File: src/rtl/line_buffer_stream_reader_if.sv
// AXI4-Stream video link from the line-buffer reader to the downstream sink.
// A beat transfers on a rising clock edge where TVALID and TREADY are both 1; once TVALID rises, TDATA/TUSER/TLAST stay fixed until that beat transfers.
interface line_buffer_stream_reader_if #(
    parameter int DATA_WIDTH = 32
);
    logic [DATA_WIDTH-1:0] M_AXIS_TDATA;
    logic                  M_AXIS_TVALID;
    logic                  M_AXIS_TREADY;
    logic                  M_AXIS_TUSER;
    logic                  M_AXIS_TLAST;

    modport master (
        output M_AXIS_TDATA, M_AXIS_TVALID, M_AXIS_TUSER, M_AXIS_TLAST,
        input  M_AXIS_TREADY
    );

    modport slave (
        input  M_AXIS_TDATA, M_AXIS_TVALID, M_AXIS_TUSER, M_AXIS_TLAST,
        output M_AXIS_TREADY
    );
endinterface

File: src/rtl/line_buffer_stream_reader.sv
// Sweeps the ping-pong line cache once per completed camera line and streams
// the returned YUV words as AXI4-Stream video, credit-limited so backpressure never drops data.
module line_buffer_stream_reader #(
    parameter int ADDR_WIDTH = 10,
    parameter int DATA_WIDTH = 32,
    parameter int LINE_WORDS = 640,
    parameter int RD_LATENCY = 1
) (
    input  logic                          CLK,
    input  logic                          RESET_N,
    input  logic                          VSYNC,
    input  logic                          LINE_SEL,
    input  logic                          RD_EN,
    output logic [ADDR_WIDTH-1:0]         ADDRB,
    input  logic [DATA_WIDTH-1:0]         DATA_IN,
    line_buffer_stream_reader_if.master   m_axis,
    output logic                          OVERRUN,
    output logic [15:0]                   LINE_CNT,
    output logic [1:0]                    state_dbg
);
    localparam int FIFO_DEPTH = RD_LATENCY + 2;
    localparam int CNT_W      = $clog2(FIFO_DEPTH + 1);
    localparam int PTR_W      = $clog2(FIFO_DEPTH);
    localparam logic [ADDR_WIDTH-1:0] LAST_ADDR = ADDR_WIDTH'(LINE_WORDS - 1);

    // Encoding is visible on state_dbg: 0 idle, 1 reading, 2 draining.
    typedef enum logic [1:0] {IDLE = 2'd0, READ = 2'd1, DRAIN = 2'd2} state_t;
    state_t state;

    logic [1:0] vsync_s, line_sel_s, rd_en_s;
    logic       vsync_d, line_sel_d;
    logic [2:0] arm;
    logic       line_evt, vsync_rise;
    logic       pending, sof_pending;

    logic [RD_LATENCY-1:0] fl_v, fl_last, fl_sof;
    logic [DATA_WIDTH+1:0] fifo_mem [FIFO_DEPTH];
    logic [PTR_W-1:0]      wr_ptr, rd_ptr;
    logic [CNT_W-1:0]      fifo_cnt, inflight;
    logic [DATA_WIDTH+1:0] head;
    logic                  issue, push, pop, line_done;

    // Edge detectors ignore the first cycles after reset, until the delayed copies hold real input values.
    always_ff @(posedge CLK or negedge RESET_N) begin
        if (!RESET_N) begin
            vsync_s    <= '0;
            line_sel_s <= '0;
            rd_en_s    <= '0;
            vsync_d    <= 1'b0;
            line_sel_d <= 1'b0;
            arm        <= '0;
        end else begin
            vsync_s    <= {vsync_s[0], VSYNC};
            line_sel_s <= {line_sel_s[0], LINE_SEL};
            rd_en_s    <= {rd_en_s[0], RD_EN};
            vsync_d    <= vsync_s[1];
            line_sel_d <= line_sel_s[1];
            arm        <= {arm[1:0], 1'b1};
        end
    end

    assign line_evt   = arm[2] && rd_en_s[1] && (line_sel_s[1] ^ line_sel_d);
    assign vsync_rise = arm[2] && vsync_s[1] && !vsync_d;

    always_comb begin
        inflight = '0;
        for (int i = 0; i < RD_LATENCY; i++) inflight = inflight + CNT_W'(fl_v[i]);
    end

    assign head      = fifo_mem[rd_ptr];
    assign issue     = (state == READ) && ((int'(fifo_cnt) + int'(inflight)) < FIFO_DEPTH);
    assign push      = fl_v[RD_LATENCY-1];
    assign pop       = m_axis.M_AXIS_TVALID && m_axis.M_AXIS_TREADY;
    assign line_done = (state == DRAIN) && pop && head[DATA_WIDTH];

    assign m_axis.M_AXIS_TVALID = (fifo_cnt != '0);
    assign m_axis.M_AXIS_TDATA  = head[DATA_WIDTH-1:0];
    assign m_axis.M_AXIS_TLAST  = m_axis.M_AXIS_TVALID && head[DATA_WIDTH];
    assign m_axis.M_AXIS_TUSER  = m_axis.M_AXIS_TVALID && head[DATA_WIDTH+1];
    assign state_dbg            = state;

    // Each issued read carries its last/sof tags until DATA_IN lands.
    always_ff @(posedge CLK or negedge RESET_N) begin
        if (!RESET_N) begin
            fl_v    <= '0;
            fl_last <= '0;
            fl_sof  <= '0;
        end else begin
            fl_v[0]    <= issue;
            fl_last[0] <= (ADDRB == LAST_ADDR);
            fl_sof[0]  <= (ADDRB == '0) && sof_pending;
            for (int i = 1; i < RD_LATENCY; i++) begin
                fl_v[i]    <= fl_v[i-1];
                fl_last[i] <= fl_last[i-1];
                fl_sof[i]  <= fl_sof[i-1];
            end
        end
    end

    always_ff @(posedge CLK) begin
        if (push) fifo_mem[wr_ptr] <= {fl_sof[RD_LATENCY-1], fl_last[RD_LATENCY-1], DATA_IN};
    end

    always_ff @(posedge CLK or negedge RESET_N) begin
        if (!RESET_N) begin
            wr_ptr   <= '0;
            rd_ptr   <= '0;
            fifo_cnt <= '0;
        end else begin
            if (push) wr_ptr <= (wr_ptr == PTR_W'(FIFO_DEPTH - 1)) ? '0 : wr_ptr + 1'b1;
            if (pop)  rd_ptr <= (rd_ptr == PTR_W'(FIFO_DEPTH - 1)) ? '0 : rd_ptr + 1'b1;
            case ({push, pop})
                2'b10:   fifo_cnt <= fifo_cnt + 1'b1;
                2'b01:   fifo_cnt <= fifo_cnt - 1'b1;
                default: fifo_cnt <= fifo_cnt;
            endcase
        end
    end

    always_ff @(posedge CLK or negedge RESET_N) begin
        if (!RESET_N) begin
            state       <= IDLE;
            ADDRB       <= '0;
            pending     <= 1'b0;
            sof_pending <= 1'b0;
            OVERRUN     <= 1'b0;
            LINE_CNT    <= '0;
        end else begin
            case (state)
                IDLE:  if (pending) state <= READ;
                READ: begin
                    if (issue) begin
                        if (ADDRB == LAST_ADDR) begin
                            ADDRB <= '0;
                            state <= DRAIN;
                        end else begin
                            ADDRB <= ADDRB + 1'b1;
                        end
                    end
                end
                DRAIN: if (line_done) state <= IDLE;
                default: state <= IDLE;
            endcase

            // An event landing on the same cycle the idle FSM consumes the flag is a fresh line, not an overrun.
            if (line_evt) begin
                pending <= 1'b1;
                if (pending && state != IDLE) OVERRUN <= 1'b1;
            end else if (state == IDLE) begin
                pending <= 1'b0;
            end

            if (vsync_rise)                        sof_pending <= 1'b1;
            else if (issue && ADDRB == '0)         sof_pending <= 1'b0;

            if (vsync_rise)     LINE_CNT <= '0;
            else if (line_done) LINE_CNT <= LINE_CNT + 16'd1;
        end
    end
endmodule

File: src/flat_wrapper.sv
// flat-port wrapper written by rule: the top's interface ports become plain ports
module line_buffer_stream_reader_flat 
#(
    parameter int ADDR_WIDTH = 10,
    parameter int DATA_WIDTH = 32,
    parameter int LINE_WORDS = 640,
    parameter int RD_LATENCY = 1
)
  (CLK, RESET_N, VSYNC, LINE_SEL, RD_EN, ADDRB, DATA_IN, OVERRUN, LINE_CNT, state_dbg, m_axis_M_AXIS_TDATA, m_axis_M_AXIS_TVALID, m_axis_M_AXIS_TUSER, m_axis_M_AXIS_TLAST, m_axis_M_AXIS_TREADY);
  line_buffer_stream_reader_if #(.DATA_WIDTH(DATA_WIDTH)) m_axis_i ();
  input  logic CLK;
  input  logic RESET_N;
  input  logic VSYNC;
  input  logic LINE_SEL;
  input  logic RD_EN;
  output logic [ADDR_WIDTH-1:0] ADDRB;
  input  logic [DATA_WIDTH-1:0] DATA_IN;
  output logic OVERRUN;
  output logic [15:0] LINE_CNT;
  output logic [1:0] state_dbg;
  output wire logic [$bits(m_axis_i.M_AXIS_TDATA)-1:0] m_axis_M_AXIS_TDATA;
  output wire logic [$bits(m_axis_i.M_AXIS_TVALID)-1:0] m_axis_M_AXIS_TVALID;
  output wire logic [$bits(m_axis_i.M_AXIS_TUSER)-1:0] m_axis_M_AXIS_TUSER;
  output wire logic [$bits(m_axis_i.M_AXIS_TLAST)-1:0] m_axis_M_AXIS_TLAST;
  input wire logic [$bits(m_axis_i.M_AXIS_TREADY)-1:0] m_axis_M_AXIS_TREADY;
  assign m_axis_M_AXIS_TDATA = m_axis_i.M_AXIS_TDATA;
  assign m_axis_M_AXIS_TVALID = m_axis_i.M_AXIS_TVALID;
  assign m_axis_M_AXIS_TUSER = m_axis_i.M_AXIS_TUSER;
  assign m_axis_M_AXIS_TLAST = m_axis_i.M_AXIS_TLAST;
  assign m_axis_i.M_AXIS_TREADY = m_axis_M_AXIS_TREADY;
  line_buffer_stream_reader #(.ADDR_WIDTH(ADDR_WIDTH), .DATA_WIDTH(DATA_WIDTH), .LINE_WORDS(LINE_WORDS), .RD_LATENCY(RD_LATENCY)) u_core (.CLK(CLK), .RESET_N(RESET_N), .VSYNC(VSYNC), .LINE_SEL(LINE_SEL), .RD_EN(RD_EN), .ADDRB(ADDRB), .DATA_IN(DATA_IN), .m_axis(m_axis_i), .OVERRUN(OVERRUN), .LINE_CNT(LINE_CNT), .state_dbg(state_dbg));
endmodule
File: config.mk
export PLATFORM = sky130hd
export DESIGN_NAME = line_buffer_stream_reader_flat
export DESIGN_NICKNAME = d
export VERILOG_FILES = /design/src/rtl/line_buffer_stream_reader_if.sv /design/src/rtl/line_buffer_stream_reader.sv /design/src/flat_wrapper.sv
export SDC_FILE = /design/constraint.sdc
export NUM_CORES = 1
export LEC_CHECK = 0
export CORE_MARGIN = 2
export CORE_UTILIZATION = 40
export CTS_CLUSTER_DIAMETER = 150
export CTS_CLUSTER_SIZE = 20
export DETAILED_ROUTE_END_ITERATION = 10
export PLACE_DENSITY_LB_ADDON = 0.1
export SLEW_MARGIN = 20
export SYNTH_ARGS = -nofsm -noshare
export SYNTH_HDL_FRONTEND = slang
export SYNTH_SLANG_ARGS = --single-unit
File: constraint.sdc
create_clock -name CLK -period 10.6 [get_ports CLK]
set_input_delay 2.12 -clock CLK [delete_from_list [all_inputs] [get_ports CLK]]
set_output_delay 2.12 -clock CLK [all_outputs]
set_load 0.05 [all_outputs]
==> out/metrics.cfg <==
[outcome]
outcome=completed

[synthesis]
synth_edf_count=102
syn_area_per_cell_um2=13.9
ys_seq_area_share_pct=71.1
async_flop_share_pct=33.3
synth_nets=483
ys_types=46
synth_ff_type=edfxtp_1
synthCells=439
yosys_warnings=0
synth_area_um2=6100
ys_seq_elements=153

[place]
dpl.cell_count=714
post-place-ws_ps=5990
place_congestion=0.730
portBuffers=101
hpwl_um=7280

[sta]
setup_tns_ps=0
finalCritPeriodShare_pct=44.4
fin_crit_ps=4710
worst_slew_pin_slew_ps=896
maxSlewHeadroom_pct=40.1
slew_viol_final=0
finalWorstSetupSlack_ps=5890
timing.fmax_mhz=212
fin_skew_ps=5.03
setup_viol=0
hold_viol_final=0
rsz0062_at_grt=no

[die]
die_y_um=128
core_um2=15000
dieWidth_um=128
start_util_pct=40.6
io_pins=102
num_rows=45
die_area_um2=16300

[setup_path]
critPathKind=reg -> out
reg2reg_slack_ps=8190
worstPathArrival_ps=2590
cp.required_ps=8480
cp-end-kind=output port
start_kind=flop
cp_max_fo=37

[worst_hold_path]
hold_path_class=reg -> reg

[flow_run]
drv_cap=0

[drt]
wl_um=11800
dr.first_iter.drc_count=223
via_per_inst=5.04
wl_per_cell_um=15.9
vias=3768
drtPass1Iterations=4
drc=0
postRouteAntennaNets=0

[finish]
antenna_cells=0
mostFrequentLayoutCell=edfxtp_1
nets=590
fin_cells=747
final_layout_size_suffix_gt1_share_pct=6.80
fillers=1297
area_growth_pct=28.8
final_cell_mix=102 x edfxtp_1, 100 x clkdlybuf4s50_1, 57 x nand2_1

[clock_network]
cts_buffers=17
cts_tree=built
clock_sinks=153
postCtsSetupRepairBufs=0
post_cts_resized=0
clk_latency_ps=410
cts_root_buf=clkbuf_16
clockBufferDepth=2
cts_hold_buf=0
path_clk_slew_ps=60
htreeDepth=4

[global_routing]
grt_max_degree=74
antenna_found_initial=0
grtUsageTotal_pct=15.2
grt_pass1_wl_um=18800
grt_pass1_vias=3629
gr-total-overflow=0

[power_and_ir_drop]
power_mw=2.39
leakagePower_nw=2.96
ir_drop_v=0.000135
pwr_density_cell_nw_per_um2=304

cell type report:
cell class / instances / area (um2) / share of cell area (%)
clock buffers: 20 / 437 / 5.56
clock inverters: 12 / 83.8 / 1.07
inverters: 10 / 37.5 / 0.478
multi-input cells: 259 / 1660 / 21.1
flip-flops and latches: 153 / 4350 / 55.3
well taps: 188 / 235 / 2.99
repair buffers: 105 / 1060 / 13.4
per-layer routing:
| metal | GRT usage (%) | up-vias | share of wire, % |
|---|---|---|---|
| li1 | - | 1824 | - |
| met1 | 20.1 | 1839 | 45 |
| met2 | 23.8 | 94 | 48 |
| met3 | 4.10 | 11 | 4.8 |
| met4 | 6.59 | 0 | 1.5 |
| met5 | 0 | - | 0 |
power by group:
group	total, mW	internal, mW	leakage, nW	switching (mW)
clock	0.533	0.316	0.251	0.217
sequential	0.932	0.814	1.59	0.118
combinational	0.922	0.312	1.11	0.610
total	2.39	1.44	2.96	0.945
Yosys cell counts, types with 2 or more instances:
| cell | count | share of area (%) |
|---|---|---|
| xor2_1 | 6 | 0.86 |
| or3_1 | 4 | 0.41 |
| nand2_1 | 57 | 3.5 |
| ha_1 | 6 | 1.2 |
| buf_4 | 2 | 0.25 |
| nand4_1 | 5 | 0.51 |
| inv_1 | 9 | 0.55 |
| mux2i_1 | 42 | 6.9 |
| nor2b_1 | 2 | 0.21 |
| o21ai_0 | 40 | 3.3 |
| buf_2 | 2 | 0.16 |
| or4_1 | 2 | 0.25 |
| o41ai_1 | 2 | 0.29 |
| a21oi_1 | 8 | 0.66 |
| dfrtp_1 | 51 | 21 |
| o211a_1 | 2 | 0.33 |
| and2_1 | 2 | 0.21 |
| o311ai_0 | 2 | 0.29 |
| o31ai_1 | 2 | 0.25 |
| edfxtp_1 | 102 | 50 |
| and3_1 | 4 | 0.41 |
| nand2b_1 | 13 | 1.3 |
| a21o_1 | 4 | 0.49 |
| nor3_1 | 12 | 0.98 |
| nor2_1 | 13 | 0.80 |
| xnor2_1 | 4 | 0.57 |
| clkbuf_1 | 12 | 0.74 |
| nand3_1 | 11 | 0.90 |
path summary, 6_finish.rpt:
kind | startpoint | to | cells past startpoint
hold / removal | u_core.arm[0] | u_core.arm[1] | 0
setup reg to reg | u_core.fifo_cnt[0] | u_core.ADDRB[3] | 6
min in group asynchronous | RESET_N | u_core.LINE_CNT[11] | 2
hold reg to reg | u_core.arm[0] | u_core.arm[1] | 0
max in group asynchronous | RESET_N | u_core.rd_ptr[1] | 2
setup / recovery | u_core.rd_ptr[0] | m_axis_M_AXIS_TDATA[0] | 3
worst max-delay path, cell delays in order (launching register included):
cell	delay (ps)
dfrtp_4	860
mux2i_1	150
o21ai_0	290
clkdlybuf4s50_1	870
registers in the layout, indices dropped and copies added, names as in the netlist:
name and cells:
u_core.fifo_mem 102, u_core.sof_pending 1, u_core.pending 1, u_core.rd_en_s 2
u_core.vsync_d 1, u_core.fifo_cnt 2, u_core.line_sel_s 2, u_core.fl_v 1
u_core.fl_last 1, u_core.line_sel_d 1, u_core.vsync_s 2, u_core.ADDRB 10
u_core.LINE_CNT 16, u_core.rd_ptr 2, u_core.state_dbg 2, u_core.arm 3
u_core.wr_ptr 2, u_core.OVERRUN 1, u_core.fl_sof 1
through the flow:
step                      instance area [um2]  util [%]  hold slack [ps]
after global placement                   7300      48.6              340
after detailed placement                 7310      48.6              337
final                                    7860      52.3              348
after floorplan                          6100         -              331
after CTS                                7830      52.1              352
after global routing                     7860      52.3              368
cell families after synthesis:
kind of cell,after synthesis,share of synthesized area (%)
flops,153,71.1
fa+ha+maj,6,1.23
simple gates,132,10.4
other cells,1,0.0615
xor+xnor,10,1.44
buf+inv,27,1.95
compound gates,67,6.64
mux,43,7.14
Power figures use the tool's default switching activity.
